<file path="config.mk">
export PLATFORM = sky130hd
export DESIGN_NAME = bus_cycle_ctrl
export DESIGN_NICKNAME = d
export VERILOG_FILES = /design/src/rtl/bus_cycle_ctrl.sv
export SDC_FILE = /design/constraint.sdc
export NUM_CORES = 1
export LEC_CHECK = 0
export BUFFER_PORTS_ARGS = -buffer_cell sky130_fd_sc_hd__buf_2
export CAP_MARGIN = 20
export CORE_MARGIN = 10
export CORE_UTILIZATION = 35
export DETAILED_ROUTE_END_ITERATION = 12
export SYNTH_ARGS = -nofsm -noshare
export SYNTH_HDL_FRONTEND = slang
export SYNTH_SLANG_ARGS = --single-unit
</file>
<file path="constraint.sdc">
create_clock -name clk -period 5.7 [get_ports clk]
set_input_delay 0.57 -clock clk [delete_from_list [all_inputs] [get_ports clk]]
set_output_delay 0.57 -clock clk [all_outputs]
set_load 0.01 [all_outputs]
</file>
<file path="src/rtl/bus_cycle_ctrl.sv">
// 68000 bus cycle sequencer: turns registered decoder selects into DTACK/VPA/BERR
// and drives the 6800-style E clock, VMA and peripheral strobes.
module bus_cycle_ctrl #(
  parameter int MEM_WAIT     = 0,
  parameter int E_DIV        = 10,
  parameter int E_HIGH       = 4,
  parameter int BERR_TIMEOUT = 64
) (
  input  logic clk,
  input  logic reset_n,
  input  logic as_n,
  input  logic rw,
  input  logic sel_dtack_n,
  input  logic sel_vpa_n,
  input  logic sel_avec_n,
  output logic cpu_dtack_n,
  output logic cpu_vpa_n,
  output logic cpu_berr_n,
  output logic e_clk,
  output logic vma_n,
  output logic periph_rd_n,
  output logic periph_wr_n,
  output logic periph_stb,
  output logic busy
);

  localparam int EW   = (E_DIV > 1) ? $clog2(E_DIV) : 1;
  localparam int CMAX = (MEM_WAIT > BERR_TIMEOUT) ? MEM_WAIT : BERR_TIMEOUT;
  localparam int CW   = $clog2(CMAX + 1);
  localparam logic [EW-1:0] E_LAST = EW'(E_DIV - 1);
  localparam logic [EW-1:0] E_RISE = EW'(E_DIV - E_HIGH);

  typedef enum logic [2:0] {
    ST_IDLE,
    ST_MEM_WAIT,
    ST_AVEC,
    ST_VPA_SYNC,
    ST_VPA_ACTIVE,
    ST_BERR_WAIT,
    ST_ACKED
  } state_t;

  state_t        state, state_nx;
  logic [EW-1:0] e_cnt, e_nx;
  logic [CW-1:0] cnt, cnt_nx;
  logic          e_fall, e_hi_nx;
  logic          dtack_nx, vpa_nx, berr_nx, vma_nx, rd_nx, wr_nx, stb_nx;

  // E phase runs free; every E-derived output is computed from the phase after the edge
  assign e_fall  = (e_cnt == E_LAST);
  assign e_nx    = e_fall ? '0 : e_cnt + EW'(1);
  assign e_hi_nx = (e_nx >= E_RISE);

  always_ff @(posedge clk or negedge reset_n) begin
    if (!reset_n) begin
      state       <= ST_IDLE;
      e_cnt       <= '0;
      cnt         <= '0;
      cpu_dtack_n <= 1'b1;
      cpu_vpa_n   <= 1'b1;
      cpu_berr_n  <= 1'b1;
      e_clk       <= 1'b0;
      vma_n       <= 1'b1;
      periph_rd_n <= 1'b1;
      periph_wr_n <= 1'b1;
      periph_stb  <= 1'b0;
      busy        <= 1'b0;
    end else begin
      state       <= state_nx;
      e_cnt       <= e_nx;
      cnt         <= cnt_nx;
      cpu_dtack_n <= dtack_nx;
      cpu_vpa_n   <= vpa_nx;
      cpu_berr_n  <= berr_nx;
      e_clk       <= e_hi_nx;
      vma_n       <= vma_nx;
      periph_rd_n <= rd_nx;
      periph_wr_n <= wr_nx;
      periph_stb  <= stb_nx;
      busy        <= (state_nx != ST_IDLE);
    end
  end

  // Handshake outputs hold by default; AS going high always wins over cycle progress
  always_comb begin
    state_nx = state;
    cnt_nx   = cnt;
    dtack_nx = cpu_dtack_n;
    vpa_nx   = cpu_vpa_n;
    berr_nx  = cpu_berr_n;
    vma_nx   = vma_n;
    rd_nx    = periph_rd_n;
    wr_nx    = periph_wr_n;
    stb_nx   = 1'b0;

    if (state == ST_IDLE) begin
      if (!as_n) begin
        if (!sel_avec_n) begin
          vpa_nx   = 1'b0;
          state_nx = ST_AVEC;
        end else if (!sel_dtack_n) begin
          if (MEM_WAIT == 0) begin
            dtack_nx = 1'b0;
            state_nx = ST_ACKED;
          end else begin
            cnt_nx   = CW'(MEM_WAIT);
            state_nx = ST_MEM_WAIT;
          end
        end else if (!sel_vpa_n) begin
          vpa_nx   = 1'b0;
          state_nx = ST_VPA_SYNC;
        end else begin
          cnt_nx   = CW'(1);
          state_nx = ST_BERR_WAIT;
        end
      end
    end else if (as_n) begin
      state_nx = ST_IDLE;
      cnt_nx   = '0;
      dtack_nx = 1'b1;
      vpa_nx   = 1'b1;
      berr_nx  = 1'b1;
      vma_nx   = 1'b1;
      rd_nx    = 1'b1;
      wr_nx    = 1'b1;
    end else begin
      case (state)
        ST_MEM_WAIT: begin
          if (cnt == '0) begin
            dtack_nx = 1'b0;
            state_nx = ST_ACKED;
          end else begin
            cnt_nx = cnt - CW'(1);
          end
        end
        ST_VPA_SYNC: begin
          if (e_fall) begin
            vma_nx   = 1'b0;
            state_nx = ST_VPA_ACTIVE;
          end
        end
        ST_VPA_ACTIVE: begin
          if (e_fall) begin
            stb_nx   = 1'b1;
            rd_nx    = 1'b1;
            wr_nx    = 1'b1;
            dtack_nx = 1'b0;
            state_nx = ST_ACKED;
          end else begin
            rd_nx = ~(e_hi_nx & rw);
            wr_nx = ~(e_hi_nx & ~rw);
          end
        end
        ST_BERR_WAIT: begin
          if (cnt == CW'(BERR_TIMEOUT)) begin
            berr_nx  = 1'b0;
            state_nx = ST_ACKED;
          end else begin
            cnt_nx = cnt + CW'(1);
          end
        end
        default: ;
      endcase
    end
  end

endmodule

</file>
# After elaboration in Yosys (flattened, before gate mapping)
# Index checks and enable logic that the tools add are counted.
# totals
regBits	23
in_bits	7
word_cells	106
# op_classes
addsub	3
magnitude_cmp	1
n_eq_ne	17
muxes	50
bitwise_logic	6
reduce_logical	17
# op_table
operator	count
7-bit two-way mux	8
3-bit two-way mux	10
1-bit two-way mux	28
4-bit inequality test (second input constant)	4
7-bit one-hot mux with 2 select lines	1
3-bit one-hot mux with 4 select lines	1
2-bit nonzero test	6
2-bit inequality test (second input constant)	5
4-bit nonzero test	2
7-bit by 1-bit adder with 7-bit output (second input constant)	1
7-bit equality test (second input constant)	1
7-bit logical NOT	1
7-bit AND reduction	1
7-bit by 1-bit subtractor with 7-bit output (second input constant)	1
3-bit equality test (second input constant)	2
3-bit inequality test (second input constant)	2
3-bit AND reduction	2
6-bit AND reduction	1
4-bit by 1-bit adder with 4-bit output (second input constant)	1
4-bit equality test (second input constant)	1
4-bit by 3-bit >= comparator with 1-bit output (second input constant)	1
4-bit two-way mux	1
1-bit inverter	4
4-bit AND reduction	1
7 further kinds	8

# Longest topological paths before layout
# Gate-level depths: netlist of run 1.
# depth
depth_word	8
depth_mapped	8
ltp_nobuf	7

# Least setup slack after synthesis of run 1
# Ideal clock, no wire load.
# synth_timing
kind	register -> register
start	reg state[1]
end	reg cnt[6]
setup_ns	0.128
arrival_ns	1.894
required_ns	5.572
setup_slack_ns	3.677
stages_incl_launch_ff	8
path_buffers	0
period_less_slack_ns	2.023
cell_sequence	dfrtp_1 nand3b_1 fa_1 a211oi_1 nor2_1 mux2i_1 nor4_1 nand3b_1
# synth_between
elab_chain_cells	4
# synth_lines
item	line_no	source
start: declaration	43	state_t state, state_nx;
start signal: assignment	69	state <= state_nx;
3-bit equality test or 3-bit by 1-bit equality test with 1-bit output (tied branches)	127	case (state)
7-bit one-hot mux with 2 select lines	127	
7-bit two-way mux	117	end else if (as_n) begin
7-bit two-way mux	96	if (state == ST_IDLE) begin
end signal: assignment	71	cnt <= cnt_nx;
end: declaration	45	logic [CW-1:0] cnt, cnt_nx;
# Several ways; a longest one is shown, not always the timed one.
# A chain may end at the register's enable or synchronous reset.

# Worst setup path in the final report of run 1
# layout_timing
start	reg state[0]
end	reg cnt[6]
# Same word-level chain as after synthesis.

==> impl_metrics.ini, run 1 <==
[power]
max-vdd-ir-drop_mv = 0.219
seq_power_share = 0.353
comb_power_share = 0.513
power.switching_fraction = 0.431
clockPowerShare = 0.134
p_leak_nw = 0.673
powerDensity_nw_per_um2 = 483
power_switching_mw = 0.335
p_int_mw = 0.443

[cts]
clkSlewWorstSetupHoldPaths_ns = 0.09
htree_num_levels = 1
root_buffer = sky130_fd_sc_hd__clkbuf_8
buffers_inserted_by_post_cts_timing_repair = 0
clkLatencyLatePin_ns = 0.26
postCtsResizedCells = 0
cts_made_buffers = 3
clock_tree.buffer_depth = 2
cts_hold_repair.buffers = 0
cts.sinks = 23
cts_tree = built

[sta]
grt_setup_unrepaired = no
setup_viol = 0
hold-worst-slack_ns = 0.261
worst_slew_pin_slew_ns = 0.527
fin_tns_setup_ns = 0
final-max-slew-violation-count = 0
post-route-min-period_ns = 2.61
timing_hold_violations_final = 0
final_clock_skew_ns = 0.00272
fmaxAchievable_mhz = 384
maxSlewHeadroom = 0.648
timing.final.crit_share = 0.457

[routing]
drt-vias-per-instance = 5.40
vias = 1188
drtAntennaViolNets = 0
detail_route.iter0.violations = 44
drt_drc_violations_left = 0
wire_per_inst_um = 14.5
total_wire_length_mm = 3.18
firstDrtPassIters = 4

[synthesis]
synth_top_flop_cell = sky130_fd_sc_hd__dfrtp_1
post_synth_fa_ha_maj_area_fraction = 0.0564
syn_avg_cell_area_um2 = 9.32
synth-simple-area-share = 0.211
post_synth_most_frequent_cells = sky130_fd_sc_hd__dfrtp_1 (17), sky130_fd_sc_hd__nand2_1 (15), sky130_fd_sc_hd__nor2_1 (14)
synthesized_nets = 170
synthesis.area_um2 = 1460
dominant_combinational_cell_family_by_area_after_synthesis = compound AO/OA/AOI/OAI gates
ys_warn_count = 0
synth_largest_type_area_fraction = 0.291
synth-async-reset-ratio = 1.00
postSynthCellCount = 157
ys_top_cells_by_area = sky130_fd_sc_hd__dfrtp_1 (29%), sky130_fd_sc_hd__dfstp_2 (11%), sky130_fd_sc_hd__ha_1 (4.3%)
ys_seq_area_frac = 0.398
synth_largest_area_cell = sky130_fd_sc_hd__dfrtp_1
synth_compound_gate_area_share = 0.254
synth_seq_cells = 23
synth.distinct_cells = 51
synth.most_common_cell = sky130_fd_sc_hd__dfrtp_1
synth.area.mux_share = 0.00684
yosys.area_share.xor_xnor = 0.0299
synth_enable_flop_cells = 0

[floorplan]
std_cell_rows = 23
die_w_um = 84.7
dieArea_um2 = 7170
core_area_um2 = 4030
io_pins = 16
initial_utilization = 0.363
dieHeight_um = 84.7

[critical_path]
start_kind = flip-flop
critical_path_class = flip-flop to flip-flop
critical_path_peak_fanout = 19
timing.critical_path.to_type = flip-flop
worst_ep_arrival_time_ns = 2.81
required_ns = 5.90

[grt]
first_global_vias = 1181
first_pass_grt_wire_length_mm = 5.48
overflow_left_after_global_routing = 0
grt_antenna_before_repair = 0
grt_use_total = 0.0894
grt_max_degree = 24

[placed_design]
detailedPlacementHpwl_mm = 2.46
placement.io_buffers = 15
finalWeightedCongestion = 0.751

[layout]
reg.largest.list = cnt x7, e_cnt x4, state x3
layout_nets = 184
insertedDiodeCount = 0
largest_register_ff_count = 7
register_name_with_the_most_flops = cnt
layout-drive-gt1-share = 0.200
areaGrowthSynthToFinish_pct = 10.2

[outcome]
result_of_the_run = completed

[run]
timing.max_cap.violations = 0

[worst_hold_path]
worst_hold_path_type = input pin to asynchronous set/reset pin
-- area by class of cell --
cell class | instances | area, um^2
clock buffer | 3 | 41.3
fill | 417 | 2420
inverter | 7 | 26.3
tap | 50 | 62.6
timing repair buffer | 15 | 75.1
clock inverter | 1 | 7.51
sequential | 23 | 583
multi-input combinational | 121 | 817
-- worst paths after layout --
path / startpoint / endpoint / slack [ns] / cells past startpoint
max in group asynchronous: reset_n / periph_wr_n$_DFFE_PN1P_ / 5.07 / 1
worst min register to register: cpu_berr_n$_DFFE_PN1P_ / cpu_berr_n$_DFFE_PN1P_ / 0.49 / 2
worst min-delay path: reset_n / cnt[4]$_DFFE_PN0P_ / 0.26 / 1
worst max-delay path: state[0]$_DFF_PN0_ / cnt[6]$_DFFE_PN0P_ / 3.09 / 7
worst max register to register: state[0]$_DFF_PN0_ / cnt[6]$_DFFE_PN0P_ / 3.09 / 7
min in group clk: rw / periph_rd_n$_DFFE_PN1P_ / 0.46 / 2
-- cells in the final DEF, fill, tap and decap left out, types with 3 or more instances in the layout --
cell	n
sky130_fd_sc_hd__buf_2	15
sky130_fd_sc_hd__nand3_1	3
sky130_fd_sc_hd__ha_1	5
sky130_fd_sc_hd__nand2b_1	7
sky130_fd_sc_hd__nor2_1	14
sky130_fd_sc_hd__a211oi_1	4
sky130_fd_sc_hd__a21o_1	3
sky130_fd_sc_hd__dfrtp_1	17
sky130_fd_sc_hd__o21ai_1	3
sky130_fd_sc_hd__clkbuf_8	3
sky130_fd_sc_hd__inv_1	7
sky130_fd_sc_hd__a21oi_1	8
sky130_fd_sc_hd__xnor2_1	3
sky130_fd_sc_hd__a31oi_1	4
sky130_fd_sc_hd__o21ai_0	10
sky130_fd_sc_hd__dfstp_2	6
sky130_fd_sc_hd__and2_1	3
sky130_fd_sc_hd__nand2_1	15
-- worst max-delay path, cell delays in order (launching register included) --
cell	delay, ns
sky130_fd_sc_hd__dfrtp_1	0.68
sky130_fd_sc_hd__nand3b_1	0.44
sky130_fd_sc_hd__fa_1	0.57
sky130_fd_sc_hd__a211oi_1	0.23
sky130_fd_sc_hd__nor2_1	0.11
sky130_fd_sc_hd__mux2i_1	0.14
sky130_fd_sc_hd__nor4_1	0.22
sky130_fd_sc_hd__nand3b_1	0.15
-- routing by layer --
metal | up-vias | wire (um) | GRT usage
li1 | 598 | - | -
met1 | 565 | 1380 | 0.105
met2 | 23 | 1590 | 0.152
met3 | 2 | 196 | 0.0357
met4 | 0 | 14 | 0.0135
met5 | - | 0 | 0
-- power groups by stage --
stage | logic (mW) | registers [mW] | clock network [mW]
2_1_floorplan | 0.340 | 0.254 | 0
3_3_place_gp | 0.388 | 0.277 | 0
3_5_place_dp | 0.398 | 0.278 | 0
4_1_cts | 0.403 | 0.275 | 0.109
5_1_grt | 0.448 | 0.285 | 0.117
6_report | 0.400 | 0.275 | 0.104
-- cell families (layout without fill, tap and decap cells) --
kind of cell | after synthesis | in the layout
mux | 1 | 1
xor+xnor | 5 | 5
buf+inv | 13 | 26
simple gates | 57 | 57
flops | 23 | 23
compound gates | 52 | 52
fa+ha+maj | 6 | 6
-- metrics by stage --
step | setup WS (ns) | area, um^2 | utilization | cells | power [mW]
6_report | 3.09 | 1610 | 0.400 | 220 | 0.779
5_1_grt | 2.86 | 1610 | 0.400 | 220 | 0.850
4_1_cts | 3.08 | 1610 | 0.400 | 220 | 0.788
3_5_place_dp | 3.13 | 1560 | 0.388 | 216 | 0.677
3_3_place_gp | 3.23 | 1560 | 0.388 | 216 | 0.664
2_1_floorplan | 3.68 | 1460 | - | 157 | 0.594
(Power assumes the default switching activity.)
==> inputs of run 2 (changes only) <==
--- a/config.mk
+++ b/config.mk
@@ -5,6 +5,7 @@
 export SDC_FILE = /design/constraint.sdc
 export NUM_CORES = 1
 export LEC_CHECK = 0
+export ABC_AREA = 1
 export BUFFER_PORTS_ARGS = -buffer_cell sky130_fd_sc_hd__buf_2
 export CAP_MARGIN = 20
 export CORE_MARGIN = 10
==> constraint.sdc (replaced) <==
create_clock -name clk -period 2.2 [get_ports clk]
set_input_delay 0.22 -clock clk [delete_from_list [all_inputs] [get_ports clk]]
set_output_delay 0.22 -clock clk [all_outputs]
set_load 0.01 [all_outputs]
==> run 2 against run 1 <==
  * Sequential share of layout area fell by 1.1 points
  * Worst hold slack improved by 0.0079 ns
  * First-iteration DRC count rose by 20%
  * Clock skew down 0.00073 ns
  * Register-to-register slack worse by 2.8 ns
  * Largest cell class unchanged
  * Highest routed layer unchanged
==> impl_metrics.ini, run 2 <==
[outcome]
result_of_the_run = completed

[layout]
areaGrowthSynthToFinish_pct = 12.5
layout-drive-gt1-share = 0.239
insertedDiodeCount = 0
reg.largest.list = cnt x7, e_cnt x4, state x3
register_name_with_the_most_flops = cnt
fillCellCount = 437
layout_nets = 223
layout.cells.most_common = sky130_fd_sc_hd__nand2_1
largest_register_ff_count = 7
most-common-layout-cells = sky130_fd_sc_hd__nand2_1 (65), sky130_fd_sc_hd__inv_1 (18), sky130_fd_sc_hd__dfrtp_1 (17)

[floorplan]
std_cell_rows = 23
io_pins = 16
dieHeight_um = 85.0
dieArea_um2 = 7220
die_w_um = 85.0
initial_utilization = 0.367
core_area_um2 = 4030

[critical_path]
start_kind = flip-flop
regToRegEndpoint = cnt[4]$_DFFE_PN0P_
worst_ep_arrival_time_ns = 2.04
library_cell_appearing_most_often_on_the_critical_path = sky130_fd_sc_hd__nand3_1
critical_path_class = flip-flop to flip-flop
critical_path.cell_chain = inv_2 > nand3_2 > fa_1 > nand3_1 > nand3_1 > or2_2 > nand4_1 > nand2_1
required_ns = 2.36
critical_path_peak_fanout = 8
timing.critical_path.to_type = flip-flop
r2r_cells = 8
crit_path_depth = 8
critPathTopFamily = simple AND/OR/NAND/NOR gates
setup.reg_to_reg.worst_slack_ns = 0.33
setup.worst_path.start = state[1]$_DFF_PN0_
worst_path_largest_cell_delay_ns = 0.47
path_buf_inv = 1
reg2reg_from = state[1]$_DFF_PN0_
critical-path-slowest-cell = sky130_fd_sc_hd__fa_1

[cts]
clkSlewWorstSetupHoldPaths_ns = 0.08
cts_hold_repair.buffers = 1
clkLatencyLatePin_ns = 0.26
postCtsResizedCells = 0
cts_tree = built
cts.sinks = 23
clock_tree.buffer_depth = 2
root_buffer = sky130_fd_sc_hd__clkbuf_8
buffers_inserted_by_post_cts_timing_repair = 0
htree_num_levels = 1
cts_made_buffers = 3

[sta]
setup_viol = 0
final-max-slew-violation-count = 0
fin_tns_setup_ns = 0
maxSlewHeadroom = 0.653
grt_setup_unrepaired = no
fmaxAchievable_mhz = 534
fin_ws_ns = 0.326
final_clock_skew_ns = 0.00198
hold-worst-slack_ns = 0.268
worst_slew_pin_slew_ns = 0.521
timing_hold_violations_final = 0
post-route-min-period_ns = 1.87
timing.final.crit_share = 0.852

[synthesis]
synth_enable_flop_cells = 0
synthesis.area_um2 = 1480
synth_top_flop_cell = sky130_fd_sc_hd__dfrtp_1
synth_largest_area_cell = sky130_fd_sc_hd__dfrtp_1
synth_largest_type_area_fraction = 0.288
synth.most_common_cell = sky130_fd_sc_hd__nand2_1
ys_top_cells_by_area = sky130_fd_sc_hd__dfrtp_1 (29%), sky130_fd_sc_hd__nand2_1 (17%), sky130_fd_sc_hd__dfstp_2 (11%)
synth-async-reset-ratio = 1.00
syn_avg_cell_area_um2 = 7.78
ys_seq_area_frac = 0.395
post_synth_most_frequent_cells = sky130_fd_sc_hd__nand2_1 (65), sky130_fd_sc_hd__inv_1 (18), sky130_fd_sc_hd__dfrtp_1 (17)
ys_warn_count = 0
synthesized_nets = 203
postSynthCellCount = 190
synth.distinct_cells = 30
synth_seq_cells = 23

[grt]
first_global_vias = 1258
overflow_left_after_global_routing = 0
grt_use_total = 0.0897
grt_antenna_before_repair = 0
first_pass_grt_wire_length_mm = 5.55
grt_max_degree = 24

[routing]
dr_wl_met3_um = 128
detail_route.iter0.violations = 53
routed_met2_length_mm = 1.36
wire_per_inst_um = 12.0
total_wire_length_mm = 3.11
met1_length_mm = 1.58
topRoutingLayerUsed = met4
drt-vias-per-instance = 4.80
vias = 1242
drt_drc_violations_left = 0
firstDrtPassIters = 4
drtAntennaViolNets = 0

[power]
p_int_mw = 1.09
powerDensity_nw_per_um2 = 1250
clockPowerShare = 0.126
comb_power_share = 0.565
power.switching_fraction = 0.474
seq_power_share = 0.309
power_switching_mw = 0.984
p_leak_nw = 0.879
max-vdd-ir-drop_mv = 0.723

[worst_hold_path]
worst_hold_path_type = input pin to flip-flop
worst_hold_path.endpoint = periph_wr_n$_DFFE_PN1P_
startpoint_of_the_worst_hold_path = rw
worst_hold_path.num_cells = 3

[placed_design]
finalWeightedCongestion = 0.844
detailedPlacementHpwl_mm = 2.43
placement.io_buffers = 15
dpl_worst_slack_ns = 0.341

[run]
timing.max_cap.violations = 0
run 2: cell count changes after synthesis, moves of 4 or more:
cell,delta
sky130_fd_sc_hd__a31oi_1,-4
sky130_fd_sc_hd__nand3_1,+9
sky130_fd_sc_hd__nand4_1,+10
sky130_fd_sc_hd__inv_1,+11
sky130_fd_sc_hd__o21ai_0,-5
sky130_fd_sc_hd__a211oi_1,-4
sky130_fd_sc_hd__nand2b_1,-7
sky130_fd_sc_hd__nand2_1,+50
sky130_fd_sc_hd__inv_2,+4
run 2: power by group through the flow:
stage,registers [mW],clock network (mW),logic (mW)
2_1_floorplan,0.649,0,0.924
3_3_place_gp,0.648,0,1.17
3_5_place_dp,0.647,0,1.17
4_1_cts,0.641,0.277,1.18
5_1_grt,0.658,0.296,1.36
6_report,0.641,0.262,1.17
run 2: kinds of logic after synthesis:
| kind of cell | synth area share |
|---|---|
| and+or+nand+nor | 0.378 |
| buffers and inverters | 0.0652 |
| DFF | 0.395 |
| AOI/OAI and AO/OA | 0.0999 |
| adders and majority gates | 0.0559 |
| xor gates and xnor gates | 0.00593 |
run 2: routing by layer:
| layer | up-vias | global-route usage |
|---|---|---|
| li1 | 654 | - |
| met1 | 566 | 0.114 |
| met2 | 20 | 0.140 |
| met3 | 2 | 0.0258 |
| met4 | 0 | 0.0314 |
| met5 | - | 0 |
run 2: worst max path at each step:
stage | to | slack, ns
after floorplan | cnt[4]$_DFFE_PN0P_ | 0.47
after global placement | cnt[4]$_DFFE_PN0P_ | 0.40
after detailed placement | cnt[4]$_DFFE_PN0P_ | 0.34
after CTS | cnt[4]$_DFFE_PN0P_ | 0.33
after global routing | cnt[4]$_DFFE_PN0P_ | 0.17
final | cnt[4]$_DFFE_PN0P_ | 0.33
run 2: metrics by stage:
| step | utilization | cell area [um^2] | std cells | total power [mW] |
|---|---|---|---|---|
| 2_1_floorplan | - | 1480 | 190 | 1.57 |
| 3_3_place_gp | 0.399 | 1610 | 254 | 1.82 |
| 3_5_place_dp | 0.399 | 1610 | 254 | 1.82 |
| 4_1_cts | 0.413 | 1660 | 259 | 2.10 |
| 5_1_grt | 0.413 | 1660 | 259 | 2.31 |
| 6_report | 0.413 | 1660 | 259 | 2.08 |
run 2: worst reg2reg max path, cell delays in order (launching register included):
cell and delay, ns:
sky130_fd_sc_hd__dfrtp_1 0.44, sky130_fd_sc_hd__inv_2 0.10, sky130_fd_sc_hd__nand3_2 0.18, sky130_fd_sc_hd__fa_1 0.48
sky130_fd_sc_hd__nand3_1 0.09, sky130_fd_sc_hd__nand3_1 0.08, sky130_fd_sc_hd__or2_2 0.28, sky130_fd_sc_hd__nand4_1 0.09
sky130_fd_sc_hd__nand2_1 0.05
run 2: layout make-up:
| class | count | area [um^2] | area share |
|---|---|---|---|
| Clock buffer | 4 | 45.0 | 0.0271 |
| Tap cell | 50 | 62.6 | 0.0376 |
| Multi-Input combinational cell | 143 | 798 | 0.480 |
| Sequential cell | 23 | 583 | 0.351 |
| Timing Repair Buffer | 16 | 85.1 | 0.0512 |
| Inverter | 23 | 88.8 | 0.0534 |
==> inputs of run 3 (changes only) <==
--- a/config.mk
+++ b/config.mk
@@ -5,7 +5,6 @@
 export SDC_FILE = /design/constraint.sdc
 export NUM_CORES = 1
 export LEC_CHECK = 0
-export ABC_AREA = 1
 export BUFFER_PORTS_ARGS = -buffer_cell sky130_fd_sc_hd__buf_2
 export CAP_MARGIN = 20
 export CORE_MARGIN = 10
==> run 3 against run 2 <==
  * Utilization unchanged
  * Sequential cell count unchanged
  * Die area down 0.72%
  * Non-clock buffer count up 4
  * Largest cell class unchanged
  * Combinational power about the same
  * Clock power up 7%
  * Worst hold slack worse by 0.16 ns
  * Global-route usage up 0.61 points
  * Register-to-register slack worse by 0.12 ns
  * Critical endpoint is now cnt[6]$_DFFE_PN0P_
==> impl_metrics.ini, run 3 (synthesized netlist as in run 1, its figures left out) <==
[critical_path]
worst_ep_arrival_time_ns = 2.20
timing.critical_path.to_type = flip-flop
required_ns = 2.41
start_kind = flip-flop
critical_path_class = flip-flop to flip-flop
r2r_cells = 8
critical_path_peak_fanout = 8

[layout]
layout-drive-gt1-share = 0.234
largest_register_ff_count = 7
final-instance-count-excl-fill = 225
layout.area.seq_um2 = 583
areaGrowthSynthToFinish_pct = 13.6
layout.cells.most_common = sky130_fd_sc_hd__dfrtp_1
register_name_with_the_most_flops = cnt
fillCellCount = 420
reg.largest.list = cnt x7, e_cnt x4, state x3
layout_nets = 189
most-common-layout-cells = sky130_fd_sc_hd__dfrtp_1 (17), sky130_fd_sc_hd__nand2_1 (15), sky130_fd_sc_hd__buf_2 (15)
multiInputGateArea_um2 = 827
insertedDiodeCount = 0

[floorplan]
dieArea_um2 = 7170
std_cell_rows = 23
initial_utilization = 0.363
core_area_um2 = 4030
io_pins = 16
dieHeight_um = 84.7
die_w_um = 84.7

[cts]
cts_made_buffers = 3
htree_num_levels = 1
buffers_inserted_by_post_cts_timing_repair = 0
clkLatencyLatePin_ns = 0.27
root_buffer = sky130_fd_sc_hd__clkbuf_8
cts.sinks = 23
clkSlewWorstSetupHoldPaths_ns = 0.09
cts_tree = built
clock_tree.buffer_depth = 2

[sta]
setup_viol = 0
final-max-slew-violation-count = 0
fmaxAchievable_mhz = 503
worst_slew_pin_slew_ns = 0.538
maxSlewHeadroom = 0.642
timing.final.crit_share = 0.904
grt_setup_unrepaired = no
timing_hold_violations_final = 0
post-route-min-period_ns = 1.99
fin_tns_setup_ns = 0
final_clock_skew_ns = 0.00115

[grt]
first_pass_grt_wire_length_mm = 5.89
overflow_left_after_global_routing = 0
grt_max_degree = 24
first_global_vias = 1282
grt_use_total = 0.0958
grt_antenna_before_repair = 0

[worst_hold_path]
worst_hold_path.num_cells = 2
worst_hold_path_type = input pin to flip-flop

[placed_design]
finalWeightedCongestion = 0.796
detailedPlacementHpwl_mm = 2.52
placement.io_buffers = 15
place_inst = 220

[power]
p_leak_nw = 0.697
max-vdd-ir-drop_mv = 0.529
powerDensity_nw_per_um2 = 1270

[routing]
firstDrtPassIters = 4
drtAntennaViolNets = 0
drt_drc_violations_left = 0
detail_route.iter0.violations = 36
wire_per_inst_um = 15.2
drt-vias-per-instance = 5.42
vias = 1220
total_wire_length_mm = 3.41

[run]
timing.max_cap.violations = 0

[outcome]
result_of_the_run = completed
## run 3: layer usage
layer / global-route usage / up-vias / share of wire
li1: - / 602 / -
met1: 0.110 / 594 / 0.44
met2: 0.170 / 22 / 0.51
met4: 0.0135 / 0 / 0.0035
met5: 0 / - / 0
met3: 0.0338 / 2 / 0.045
## run 3: worst paths after layout
kind / startpoint / endpoint / slack (ns)
worst max-delay path: state[1]$_DFF_PN0_ / cnt[6]$_DFFE_PN0P_ / 0.21
worst min-delay path: rw / periph_rd_n$_DFFE_PN1P_ / 0.11
worst max register to register: state[1]$_DFF_PN0_ / cnt[6]$_DFFE_PN0P_ / 0.21
max in group asynchronous: reset_n / vma_n$_DFFE_PN1P_ / 1.38
worst min register to register: cpu_berr_n$_DFFE_PN1P_ / cpu_berr_n$_DFFE_PN1P_ / 0.50
min in group asynchronous: reset_n / cnt[5]$_DFFE_PN0P_ / 0.46
## run 3: layout make-up
type / instances / area share
Tap cell: 50 / 0.0376
Clock inverter: 1 / 0.00451
Clock buffer: 3 / 0.0248
Multi-Input combinational cell: 121 / 0.497
Inverter: 7 / 0.0158
Sequential cell: 23 / 0.351
Timing Repair Buffer: 20 / 0.0692
## run 3: where the power goes
part / switching, mW / total (mW) / internal [mW] / leakage, nW
clock network: 0.153 / 0.281 / 0.128 / 0.0217
registers: 0.112 / 0.661 / 0.549 / 0.280
logic: 0.646 / 1.16 / 0.519 / 0.396
total: 0.911 / 2.11 / 1.20 / 0.697
## run 3: stage by stage
| step | worst slack (ns) | total power [mW] | hold WS, ns | util | cell area, um^2 |
|---|---|---|---|---|---|
| floorplan | 0.177 | 1.54 | -0.0756 | - | 1460 |
| global route | 0.0103 | 2.28 | 0.119 | 0.413 | 1660 |
| global placement | 0.254 | 1.76 | 0.222 | 0.396 | 1590 |
| CTS | 0.176 | 2.08 | 0.103 | 0.410 | 1650 |
| detailed placement | 0.181 | 1.79 | 0.234 | 0.396 | 1590 |
| finish | 0.210 | 2.11 | 0.107 | 0.413 | 1660 |
## run 3: worst max-delay path: stages (launching register included)
cell                       delay, ns
sky130_fd_sc_hd__dfrtp_1        0.38
sky130_fd_sc_hd__nand3b_1       0.24
sky130_fd_sc_hd__buf_4          0.22
sky130_fd_sc_hd__ha_1           0.33
sky130_fd_sc_hd__and2_1         0.18
sky130_fd_sc_hd__o21ai_0        0.14
sky130_fd_sc_hd__o31ai_1        0.11
sky130_fd_sc_hd__nor4_1         0.19
sky130_fd_sc_hd__nand3b_1       0.14
## run 3: repair_timing
action / CTS / global route
endpoints found under the hold margin: 17 / 0
hold buffers: 1 / 0
resized for setup: 0 / 4
setup endpoints to repair: 0 / 1
